<file path="config.mk">
export PLATFORM = sky130hd
export DESIGN_NAME = pic_control_seq
export DESIGN_NICKNAME = d
export VERILOG_FILES = /design/src/rtl/pic_control_seq.sv
export SDC_FILE = /design/constraint.sdc
export NUM_CORES = 1
export LEC_CHECK = 0
export CAP_MARGIN = 10
export CORE_UTILIZATION = 43
export CTS_CLUSTER_SIZE = 25
export DETAILED_ROUTE_END_ITERATION = 6
export GPL_TIMING_DRIVEN = 0
export HOLD_SLACK_MARGIN = 0.08
export PLACE_DENSITY = 0.79
export SLEW_MARGIN = 20
export SYNTH_ARGS = -nofsm -noshare
export SYNTH_HDL_FRONTEND = slang
export SYNTH_SLANG_ARGS = --single-unit
</file>
<file path="constraint.sdc">
create_clock -name clock -period 3.3 [get_ports clock]
set_clock_uncertainty 0.1 [all_clocks]
set_input_delay 0.495 -clock clock [delete_from_list [all_inputs] [get_ports clock]]
set_output_delay 0.495 -clock clock [all_outputs]
set_load 0.01 [all_outputs]
</file>
<file path="src/rtl/pic_control_seq.sv">
// pic_control_seq
//   Four-phase (Q1..Q4) instruction sequencer for the structural PIC core.
//   It holds the current 14-bit instruction and decodes a PIC16 subset.
//   From that decode it drives the W, file-bank, literal-bus, ALU and PC
//   controls, completing one instruction every four clocks.
//
// Ports
//   clock          system clock; all state changes on the rising edge
//   reset          asynchronous, active-high reset
//   prog_data[13:0] program word at the current PC, captured at end of Q4
//   phase[1:0]     0=Q1, 1=Q2, 2=Q3, 3=Q4
//   ir[13:0]       current instruction register
//   file_addr[6:0] ir[6:0]
//   goto_addr[10:0] ir[10:0]
//   lit_out_en, file_read_en, w_out_a_en, w_out_b_en   operand bus enables (Q2-Q3)
//   alu_op[2:0]    0 PASSB, 1 ADD, 2 SUB, 3 AND, 4 IOR, 5 XOR, 6 ZERO (Q3-Q4)
//   w_write_en, file_write_en, pc_load, illegal        Q4 pulses
//   pc_inc         Q1 pulse
//   ir_load        Q4, always asserted (also while flushing)
module pic_control_seq #(
  parameter logic [13:0] RESET_INSTR = 14'h0000
) (
  input  logic        clock,
  input  logic        reset,
  input  logic [13:0] prog_data,
  output logic [1:0]  phase,
  output logic [13:0] ir,
  output logic [6:0]  file_addr,
  output logic [10:0] goto_addr,
  output logic        lit_out_en,
  output logic        file_read_en,
  output logic        file_write_en,
  output logic        w_out_a_en,
  output logic        w_out_b_en,
  output logic        w_write_en,
  output logic [2:0]  alu_op,
  output logic        pc_inc,
  output logic        pc_load,
  output logic        ir_load,
  output logic        illegal
);

  localparam logic [2:0] ALU_PASSB = 3'd0;
  localparam logic [2:0] ALU_ADD   = 3'd1;
  localparam logic [2:0] ALU_SUB   = 3'd2;
  localparam logic [2:0] ALU_AND   = 3'd3;
  localparam logic [2:0] ALU_IOR   = 3'd4;
  localparam logic [2:0] ALU_XOR   = 3'd5;
  localparam logic [2:0] ALU_ZERO  = 3'd6;

  typedef enum logic [1:0] {Q1 = 2'd0, Q2 = 2'd1, Q3 = 2'd2, Q4 = 2'd3} phase_t;

  phase_t      phase_q, phase_d;
  logic [13:0] ir_q, ir_d;
  logic        flush_q, flush_d;

  // Registered control outputs
  logic       lit_q, fread_q, fwrite_q, wa_q, wb_q, wwrite_q;
  logic       pcinc_q, pcload_q, irload_q, illegal_q;
  logic [2:0] alu_q;

  // Decode of the instruction that will be in the IR after this edge
  logic       dec_lit, dec_fread, dec_wa, dec_wb, dec_wwr, dec_fwr;
  logic       dec_goto, dec_ill;
  logic [2:0] dec_alu;

  // Next architectural state: the phase counter never stalls, so all
  // outputs can be precomputed from the next phase/IR/flush values.
  always_comb begin
    phase_d = phase_t'(phase_q + 2'd1);
    ir_d    = ir_q;
    flush_d = flush_q;
    if (phase_q == Q4) begin
      ir_d    = prog_data;
      // A GOTO sitting in the IR during a flush is discarded, so it
      // cannot re-arm the flush.
      flush_d = !flush_q && (ir_q[13:11] == 3'b101);
    end
  end

  always_comb begin
    dec_lit   = 1'b0;
    dec_fread = 1'b0;
    dec_wa    = 1'b0;
    dec_wb    = 1'b0;
    dec_wwr   = 1'b0;
    dec_fwr   = 1'b0;
    dec_goto  = 1'b0;
    dec_ill   = 1'b0;
    dec_alu   = ALU_PASSB;
    case (ir_d[13:12])
      2'b00: begin
        case (ir_d[11:8])
          4'h0: begin
            if (ir_d[7]) begin            // MOVWF
              dec_wb  = 1'b1;
              dec_fwr = 1'b1;
            end else if (ir_d[4:0] != 5'd0) begin
              dec_ill = 1'b1;             // not a NOP form
            end
          end
          4'h1: begin
            if (ir_d[7]) begin            // CLRF
              dec_alu = ALU_ZERO;
              dec_fwr = 1'b1;
            end else begin
              dec_ill = 1'b1;
            end
          end
          4'h2, 4'h4, 4'h5, 4'h6, 4'h7, 4'h8: begin
            // Byte ops: read f, destination selected by d = ir[7]
            dec_fread = 1'b1;
            dec_wa    = (ir_d[11:8] != 4'h8);   // MOVF does not read W
            dec_wwr   = !ir_d[7];
            dec_fwr   = ir_d[7];
            case (ir_d[11:8])
              4'h2:    dec_alu = ALU_SUB;
              4'h4:    dec_alu = ALU_IOR;
              4'h5:    dec_alu = ALU_AND;
              4'h6:    dec_alu = ALU_XOR;
              4'h7:    dec_alu = ALU_ADD;
              default: dec_alu = ALU_PASSB;
            endcase
          end
          default: dec_ill = 1'b1;
        endcase
      end
      2'b10: begin
        if (ir_d[11]) dec_goto = 1'b1;
        else          dec_ill  = 1'b1;
      end
      2'b11: begin
        // Literal ops: literal on B, result to W
        dec_lit = 1'b1;
        dec_wwr = 1'b1;
        dec_wa  = 1'b1;
        casez (ir_d[11:8])
          4'b00??: begin dec_alu = ALU_PASSB; dec_wa = 1'b0; end
          4'b1000: dec_alu = ALU_IOR;
          4'b1001: dec_alu = ALU_AND;
          4'b1010: dec_alu = ALU_XOR;
          4'b110?: dec_alu = ALU_SUB;
          4'b111?: dec_alu = ALU_ADD;
          default: begin
            dec_lit = 1'b0;
            dec_wwr = 1'b0;
            dec_wa  = 1'b0;
            dec_ill = 1'b1;
          end
        endcase
      end
      default: dec_ill = 1'b1;
    endcase
  end

  logic run_d, q23_d, q34_d, q4_d;
  assign run_d = !flush_d;
  assign q23_d = (phase_d == Q2) || (phase_d == Q3);
  assign q34_d = (phase_d == Q3) || (phase_d == Q4);
  assign q4_d  = (phase_d == Q4);

  always_ff @(posedge clock or posedge reset) begin
    if (reset) begin
      phase_q   <= Q1;
      ir_q      <= RESET_INSTR;
      flush_q   <= 1'b0;
      lit_q     <= 1'b0;
      fread_q   <= 1'b0;
      fwrite_q  <= 1'b0;
      wa_q      <= 1'b0;
      wb_q      <= 1'b0;
      wwrite_q  <= 1'b0;
      pcinc_q   <= 1'b0;
      pcload_q  <= 1'b0;
      irload_q  <= 1'b0;
      illegal_q <= 1'b0;
      alu_q     <= ALU_PASSB;
    end else begin
      phase_q   <= phase_d;
      ir_q      <= ir_d;
      flush_q   <= flush_d;
      pcinc_q   <= run_d && (phase_d == Q1);
      lit_q     <= run_d && q23_d && dec_lit;
      fread_q   <= run_d && q23_d && dec_fread;
      wa_q      <= run_d && q23_d && dec_wa;
      wb_q      <= run_d && q23_d && dec_wb;
      alu_q     <= (run_d && q34_d) ? dec_alu : ALU_PASSB;
      wwrite_q  <= run_d && q4_d && dec_wwr;
      fwrite_q  <= run_d && q4_d && dec_fwr;
      pcload_q  <= run_d && q4_d && dec_goto;
      illegal_q <= run_d && q4_d && dec_ill;
      irload_q  <= q4_d;
    end
  end

  assign phase         = phase_q;
  assign ir            = ir_q;
  assign file_addr     = ir_q[6:0];
  assign goto_addr     = ir_q[10:0];
  assign lit_out_en    = lit_q;
  assign file_read_en  = fread_q;
  assign file_write_en = fwrite_q;
  assign w_out_a_en    = wa_q;
  assign w_out_b_en    = wb_q;
  assign w_write_en    = wwrite_q;
  assign alu_op        = alu_q;
  assign pc_inc        = pcinc_q;
  assign pc_load       = pcload_q;
  assign ir_load       = irload_q;
  assign illegal       = illegal_q;

endmodule

</file>
==> flow_summary.json, run 1 <==
{
  "synth_nets": 170,
  "clk_pin_slew_ns": 0.06,
  "maxCapViolations": 0,
  "tightestPinTransition_ns": 0.576,
  "cts_tree": "yes",
  "layout_min_cycle_time_ns": 2.63,
  "final_cell_mix": "62 x clkdlybuf4s50_1, 30 x dfrtp_1, 19 x buf_4, 12 x nand2_1, 9 x nor2_1",
  "power_frac_seq": 0.467,
  "setup_slack_ns": 0.674,
  "rsz0062_at_grt": "false",
  "initial_core_util": 0.460,
  "dieArea_um2": 3930,
  "antenna_found_initial": 0,
  "hold_path.class": "flip-flop to flip-flop",
  "syn_inst": 148,
  "die_h_um": 62.7,
  "required_ns": 3.41,
  "numCtsBuffers": 5,
  "crit_top_cell": "ha_1",
  "utilization": 0.682,
  "die_w_um": 62.7,
  "cp_slowest_cell": "dfrtp_1",
  "place_congestion": 0.792,
  "ant_nets": 0,
  "io-pin-count": 63,
  "drive_gt1_frac": 0.203,
  "cts_hold_buf": 0,
  "crit_path_cell_trace": "ha_1 -> buf_6 -> buf_4 -> mux2i_1 -> ha_1 -> nand2_1 -> o32ai_1 -> a21oi_1 -> nor2b_1",
  "status": "complete, no violations",
  "setup_viol": 0,
  "cts_max_level": 2,
  "fin_crit_sh": 0.796,
  "swShare": 0.245,
  "fin_cells": 263,
  "path_max_fanout": 19,
  "grt_max_degree": 31,
  "post_cts_buffers": 0,
  "p_clk_frac": 0.353,
  "ys_warn_count": 0,
  "fin_tns_setup_ns": 0,
  "rows": 21,
  "coreArea_um2": 3440,
  "post_cts_resized": 0,
  "grt_first_pass_wirelength_mm": 6.25,
  "slew_viol_final": 0,
  "grt_pass1_vias": 1253,
  "wl_per_cell_um": 13.8,
  "cpPeakStageDelay_ns": 0.40,
  "drtPass1Iterations": 4,
  "p_int_w": 0.000632,
  "antenna_cells": 0,
  "fmax_mhz": 381,
  "holdWs_ns": 0.427,
  "avgSynthCellArea_um2": 10.7,
  "clock_latency_ns": 0.28,
  "area_growth_pct": 48.4,
  "ir_worst_vdd_uv": 226,
  "start_kind": "flip-flop",
  "finalWirelength_mm": 3.64,
  "critPathKind": "flip-flop to flip-flop",
  "n_fill_cell": 274,
  "placed_cells": 256,
  "synth_area_um2": 1580,
  "vias": 1290,
  "slew_headroom": 0.605,
  "hpwlAfterDp_mm": 2.93,
  "leakage_nw": 1.03,
  "clock-sinks": 30,
  "end_kind": "flip-flop",
  "clockBufferDepth": 2,
  "ys_types": 34,
  "vias_per_cell": 4.90,
  "synth_seq_cells": 30,
  "combPwrFrac": 0.180,
  "cp.arrival_ns": 2.74,
  "port_buffers": 62,
  "dpl_worst_slack_ns": 0.241,
  "gr-total-overflow": 0,
  "root_buffer": "clkbuf_8",
  "finalHoldViolations": 0,
  "ys_seq_area_frac": 0.474,
  "drt_iter0_drc": 46,
  "final_common_cell": "clkdlybuf4s50_1",
  "groute.usage.overall": 0.210,
  "remaining_drc_errors": 0,
  "netSwitchingPower_w": 0.000205,
  "nets": 238,
  "p_per_area_nw_per_um2": 356
}
==> worst max-delay path, delay by kind of cell (launching register included) <==
family,cells,cell delay (ns)
buffers and inverters,2,0.43
adders and majority gates,2,0.52
muxes,1,0.36
and+or+nand+nor,2,0.28
AOI/OAI and AO/OA,2,0.46
DFF,1,0.40
==> final timing paths <==
check	start	to	slack [ns]	cells past startpoint
worst min-delay path	phase[0]	phase[0]	0.43	1
min in group asynchronous	reset	ir[3]	0.52	2
max in group asynchronous	reset	w_write_en	2.18	2
worst min register to register	phase[0]	phase[0]	0.43	1
worst max register to register	phase[0]	alu_op[1]	0.67	9
worst max-delay path	phase[0]	alu_op[1]	0.67	9
==> per-layer routing <==
layer / up-vias / routed length, µm / part of all wire / track usage
li1: 629 / - / - / -
met1: 618 / 1610 / 0.44 / 0.260
met2: 39 / 1830 / 0.50 / 0.356
met3: 4 / 157 / 0.043 / 0.0584
met4: 0 / 37 / 0.010 / 0.0610
met5: - / 0 / 0 / 0
==> registers in the layout, indices dropped and copies added (netlist names) <==
register / flops
file_read_en: 1
phase: 2
w_out_a_en: 1
pc_inc: 1
pc_load: 1
illegal: 1
w_out_b_en: 1
w_write_en: 1
alu_op: 3
file_write_en: 1
lit_out_en: 1
ir: 14
ir_load: 1
flush_q: 1
==> metrics by stage <==
step	cell area, µm²	total power (W)
6_report	2350	0.000836
5_1_grt	2350	0.000877
4_1_cts	2350	0.000848
3_5_place_dp	2260	0.000549
3_3_place_gp	2260	0.000547
2_1_floorplan	1580	0.000469
==> kinds of logic after synthesis <==
group,Yosys count,synth area share
compound gates,23,0.0941
xor+xnor,1,0.00553
fa+ha+maj,6,0.0474
buf+inv,32,0.127
flops,30,0.474
mux,15,0.125
simple gates,41,0.126
==> power by group through the flow <==
stage	combinational (W)	clock [W]	sequential (W)
floorplan	0.0000687	0	0.000400
global placement	0.000151	0	0.000396
detailed placement	0.000152	0	0.000397
CTS	0.000153	0.000304	0.000391
global route	0.000164	0.000321	0.000392
finish	0.000151	0.000295	0.000390
==> final cells by class <==
type | instances | area, µm² | share of cell area
tap | 46 | 57.6 | 0.0245
multi-input combinational | 86 | 631 | 0.269
buffer | 20 | 154 | 0.0655
timing repair buffer | 62 | 621 | 0.264
sequential | 30 | 751 | 0.320
inverter | 11 | 43.8 | 0.0186
clock inverter | 1 | 5.00 | 0.00213
clock buffer | 7 | 86.3 | 0.0368
==> cell usage after synthesis (all sizes together) <==
| cell | number | area share |
|---|---|---|
| a2111oi | 1 | 0.0063 |
| a211o | 1 | 0.0055 |
| a211oi | 2 | 0.013 |
| a21oi | 8 | 0.025 |
| a31oi | 2 | 0.0079 |
| and3 | 1 | 0.0040 |
| and3b | 1 | 0.0055 |
| buf | 20 | 0.097 |
| clkbuf | 1 | 0.0024 |
| dfrtp | 30 | 0.47 |
| ha | 6 | 0.047 |
| inv | 11 | 0.028 |
| mux2 | 8 | 0.057 |
| mux2i | 7 | 0.068 |
| nand2 | 12 | 0.028 |
| nand3 | 2 | 0.0063 |
| nor2 | 9 | 0.021 |
| nor2b | 3 | 0.012 |
| nor3 | 8 | 0.028 |
| nor4 | 4 | 0.016 |
| o211a | 1 | 0.0063 |
| o211ai | 1 | 0.0047 |
| o21ai | 5 | 0.016 |
| o22ai | 1 | 0.0040 |
| o32ai | 1 | 0.0055 |
| or4 | 1 | 0.0047 |
| xor2 | 1 | 0.0055 |
No activity file was read; power rests on OpenSTA's default activity.
==> run 2, diff against run 1 <==
- CORE_UTILIZATION: 43 -> 39
- PLACE_DENSITY: 0.79 -> 0.76
- clock period: 3.3 -> 2.35 ns (I/O delays scaled with it)
==> flow_summary.json, run 2 (same netlist as run 1, synthesis figures left out) <==
{
  "start_kind": "flip-flop",
  "status": "complete, no violations",
  "vias": 1333,
  "grt_max_degree": 31,
  "cts_max_level": 2,
  "netSwitchingPower_w": 0.000299,
  "p_per_area_nw_per_um2": 492,
  "clk_pin_slew_ns": 0.06,
  "rows": 22,
  "dpl_worst_slack_ns": -0.249,
  "io-pin-count": 63,
  "grt_first_pass_wirelength_mm": 6.09,
  "dieArea_um2": 4320,
  "wl_met3_um": 334,
  "ir_worst_vdd_uv": 458,
  "n_fill_cell": 324,
  "clock_latency_ns": 0.28,
  "remaining_drc_errors": 0,
  "antenna_cells": 0,
  "die_h_um": 65.7,
  "finalHoldViolations": 0,
  "ant_nets": 0,
  "port_buffers": 62,
  "gr-total-overflow": 0,
  "setup_viol": 0,
  "root_buffer": "clkbuf_8",
  "fin_crit_sh": 0.944,
  "final_common_cell": "clkdlybuf4s50_1",
  "cp.arrival_ns": 2.34,
  "rsz0062_at_grt": "false",
  "place_congestion": 0.914,
  "path_max_fanout": 19,
  "required_ns": 2.47,
  "grt_pass1_vias": 1282,
  "clock-sinks": 30,
  "wl_per_cell_um": 13.9,
  "vias_per_cell": 4.99,
  "drt_iter0_drc": 26,
  "fmax_mhz": 451,
  "slew_headroom": 0.592,
  "finalWirelength_mm": 3.70,
  "leakage_nw": 1.05,
  "multi_input_area_um2": 672,
  "tightestPinTransition_ns": 0.610,
  "hold_path.class": "primary input to asynchronous set/reset pin",
  "nets": 240,
  "utilization": 0.642,
  "regArea_um2": 751,
  "drtPass1Iterations": 4,
  "hpwlAfterDp_mm": 2.70,
  "final_cell_mix": "62 x clkdlybuf4s50_1, 30 x dfrtp_1, 20 x buf_4, 11 x nand2_1, 9 x nor2_1",
  "area_growth_pct": 52.9,
  "die_w_um": 65.7,
  "clockBufferDepth": 2,
  "largest_register_ffs": 14,
  "numCtsBuffers": 5,
  "critPathKind": "flip-flop to flip-flop",
  "combPwrFrac": 0.183,
  "power_frac_seq": 0.462,
  "p_int_w": 0.000891,
  "p_clk_frac": 0.355,
  "drive_gt1_frac": 0.237,
  "slew_viol_final": 0,
  "layout_min_cycle_time_ns": 2.22,
  "coreArea_um2": 3770,
  "antenna_found_initial": 0,
  "swShare": 0.251,
  "wl_met2_mm": 1.78,
  "initial_core_util": 0.420,
  "highest_layer": "met4",
  "cts_tree": "yes",
  "setup_slack_ns": 0.132,
  "end_kind": "flip-flop",
  "maxCapViolations": 0,
  "met1_length_mm": 1.52,
  "groute.usage.overall": 0.189
}
run 2: cell count changes in the layout (fill, tap and decap cells not counted), sizes merged:
cell and delta:
buf +2
run 2: power groups by stage:
stage          logic (W)  registers, W  clock network (W)
2_1_floorplan  0.0000977      0.000563                  0
3_3_place_gp    0.000210      0.000558                  0
3_5_place_dp    0.000212      0.000558                  0
4_1_cts         0.000215      0.000549           0.000428
5_1_grt         0.000235      0.000553           0.000457
6_report        0.000218      0.000550           0.000422
run 2: what timing repair did:
action	in CTS	in global routing
buffers inserted	1	1
hold buffers	0	0
cloned	0	0
pin swaps	1	0
gates resized for setup	2	6
endpoints found under the setup margin	6	5
run 2: critical path: stages (launching register included):
cell and delay [ns]:
dfrtp_1 0.37, ha_1 0.17, buf_6 0.18, buf_12 0.18
mux2i_4 0.26, ha_2 0.33, nor3_1 0.35, o211a_1 0.21
run 2: path summary, 6_finish.rpt:
| check | from | endpoint | slack [ns] | cells after the start |
|---|---|---|---|---|
| hold reg to reg | flush_q | pc_inc | 0.46 | 2 |
| setup reg to reg | phase[0] | alu_op[0] | 0.13 | 7 |
| hold / removal | reset | ir[11] | 0.37 | 2 |
| min in group clock | flush_q | pc_inc | 0.46 | 2 |
| setup / recovery | phase[0] | alu_op[0] | 0.13 | 7 |
| max in group asynchronous | reset | ir[13] | 1.38 | 2 |
run 2: routing by layer:
metal	up-vias	track usage
met4	0	0.0734
met5	-	0
li1	631	-
met3	7	0.0608
met2	69	0.298
met1	626	0.239
run 2: cell type report:
cell class / instances / share of cell area
clock buffers: 7 / 0.0357
well taps: 48 / 0.0248
inverters: 11 / 0.0181
flip-flops and latches: 30 / 0.310
clock inverters: 1 / 0.00207
plain buffers: 20 / 0.0688
repair buffers: 64 / 0.263
multi-input cells: 86 / 0.278
run 2: through the flow:
stage          setup TNS [ns]  cell area, µm²  cells  total power [W]  hold slack (ns)
2_1_floorplan               0            1600    148         0.000660            0.343
4_1_cts                     0            2380    266          0.00119            0.446
5_1_grt                     0            2420    267          0.00124            0.435
3_5_place_dp           -0.955            2280    258         0.000771            0.425
6_report                    0            2420    267          0.00119            0.371
3_3_place_gp           -0.717            2280    258         0.000768            0.410
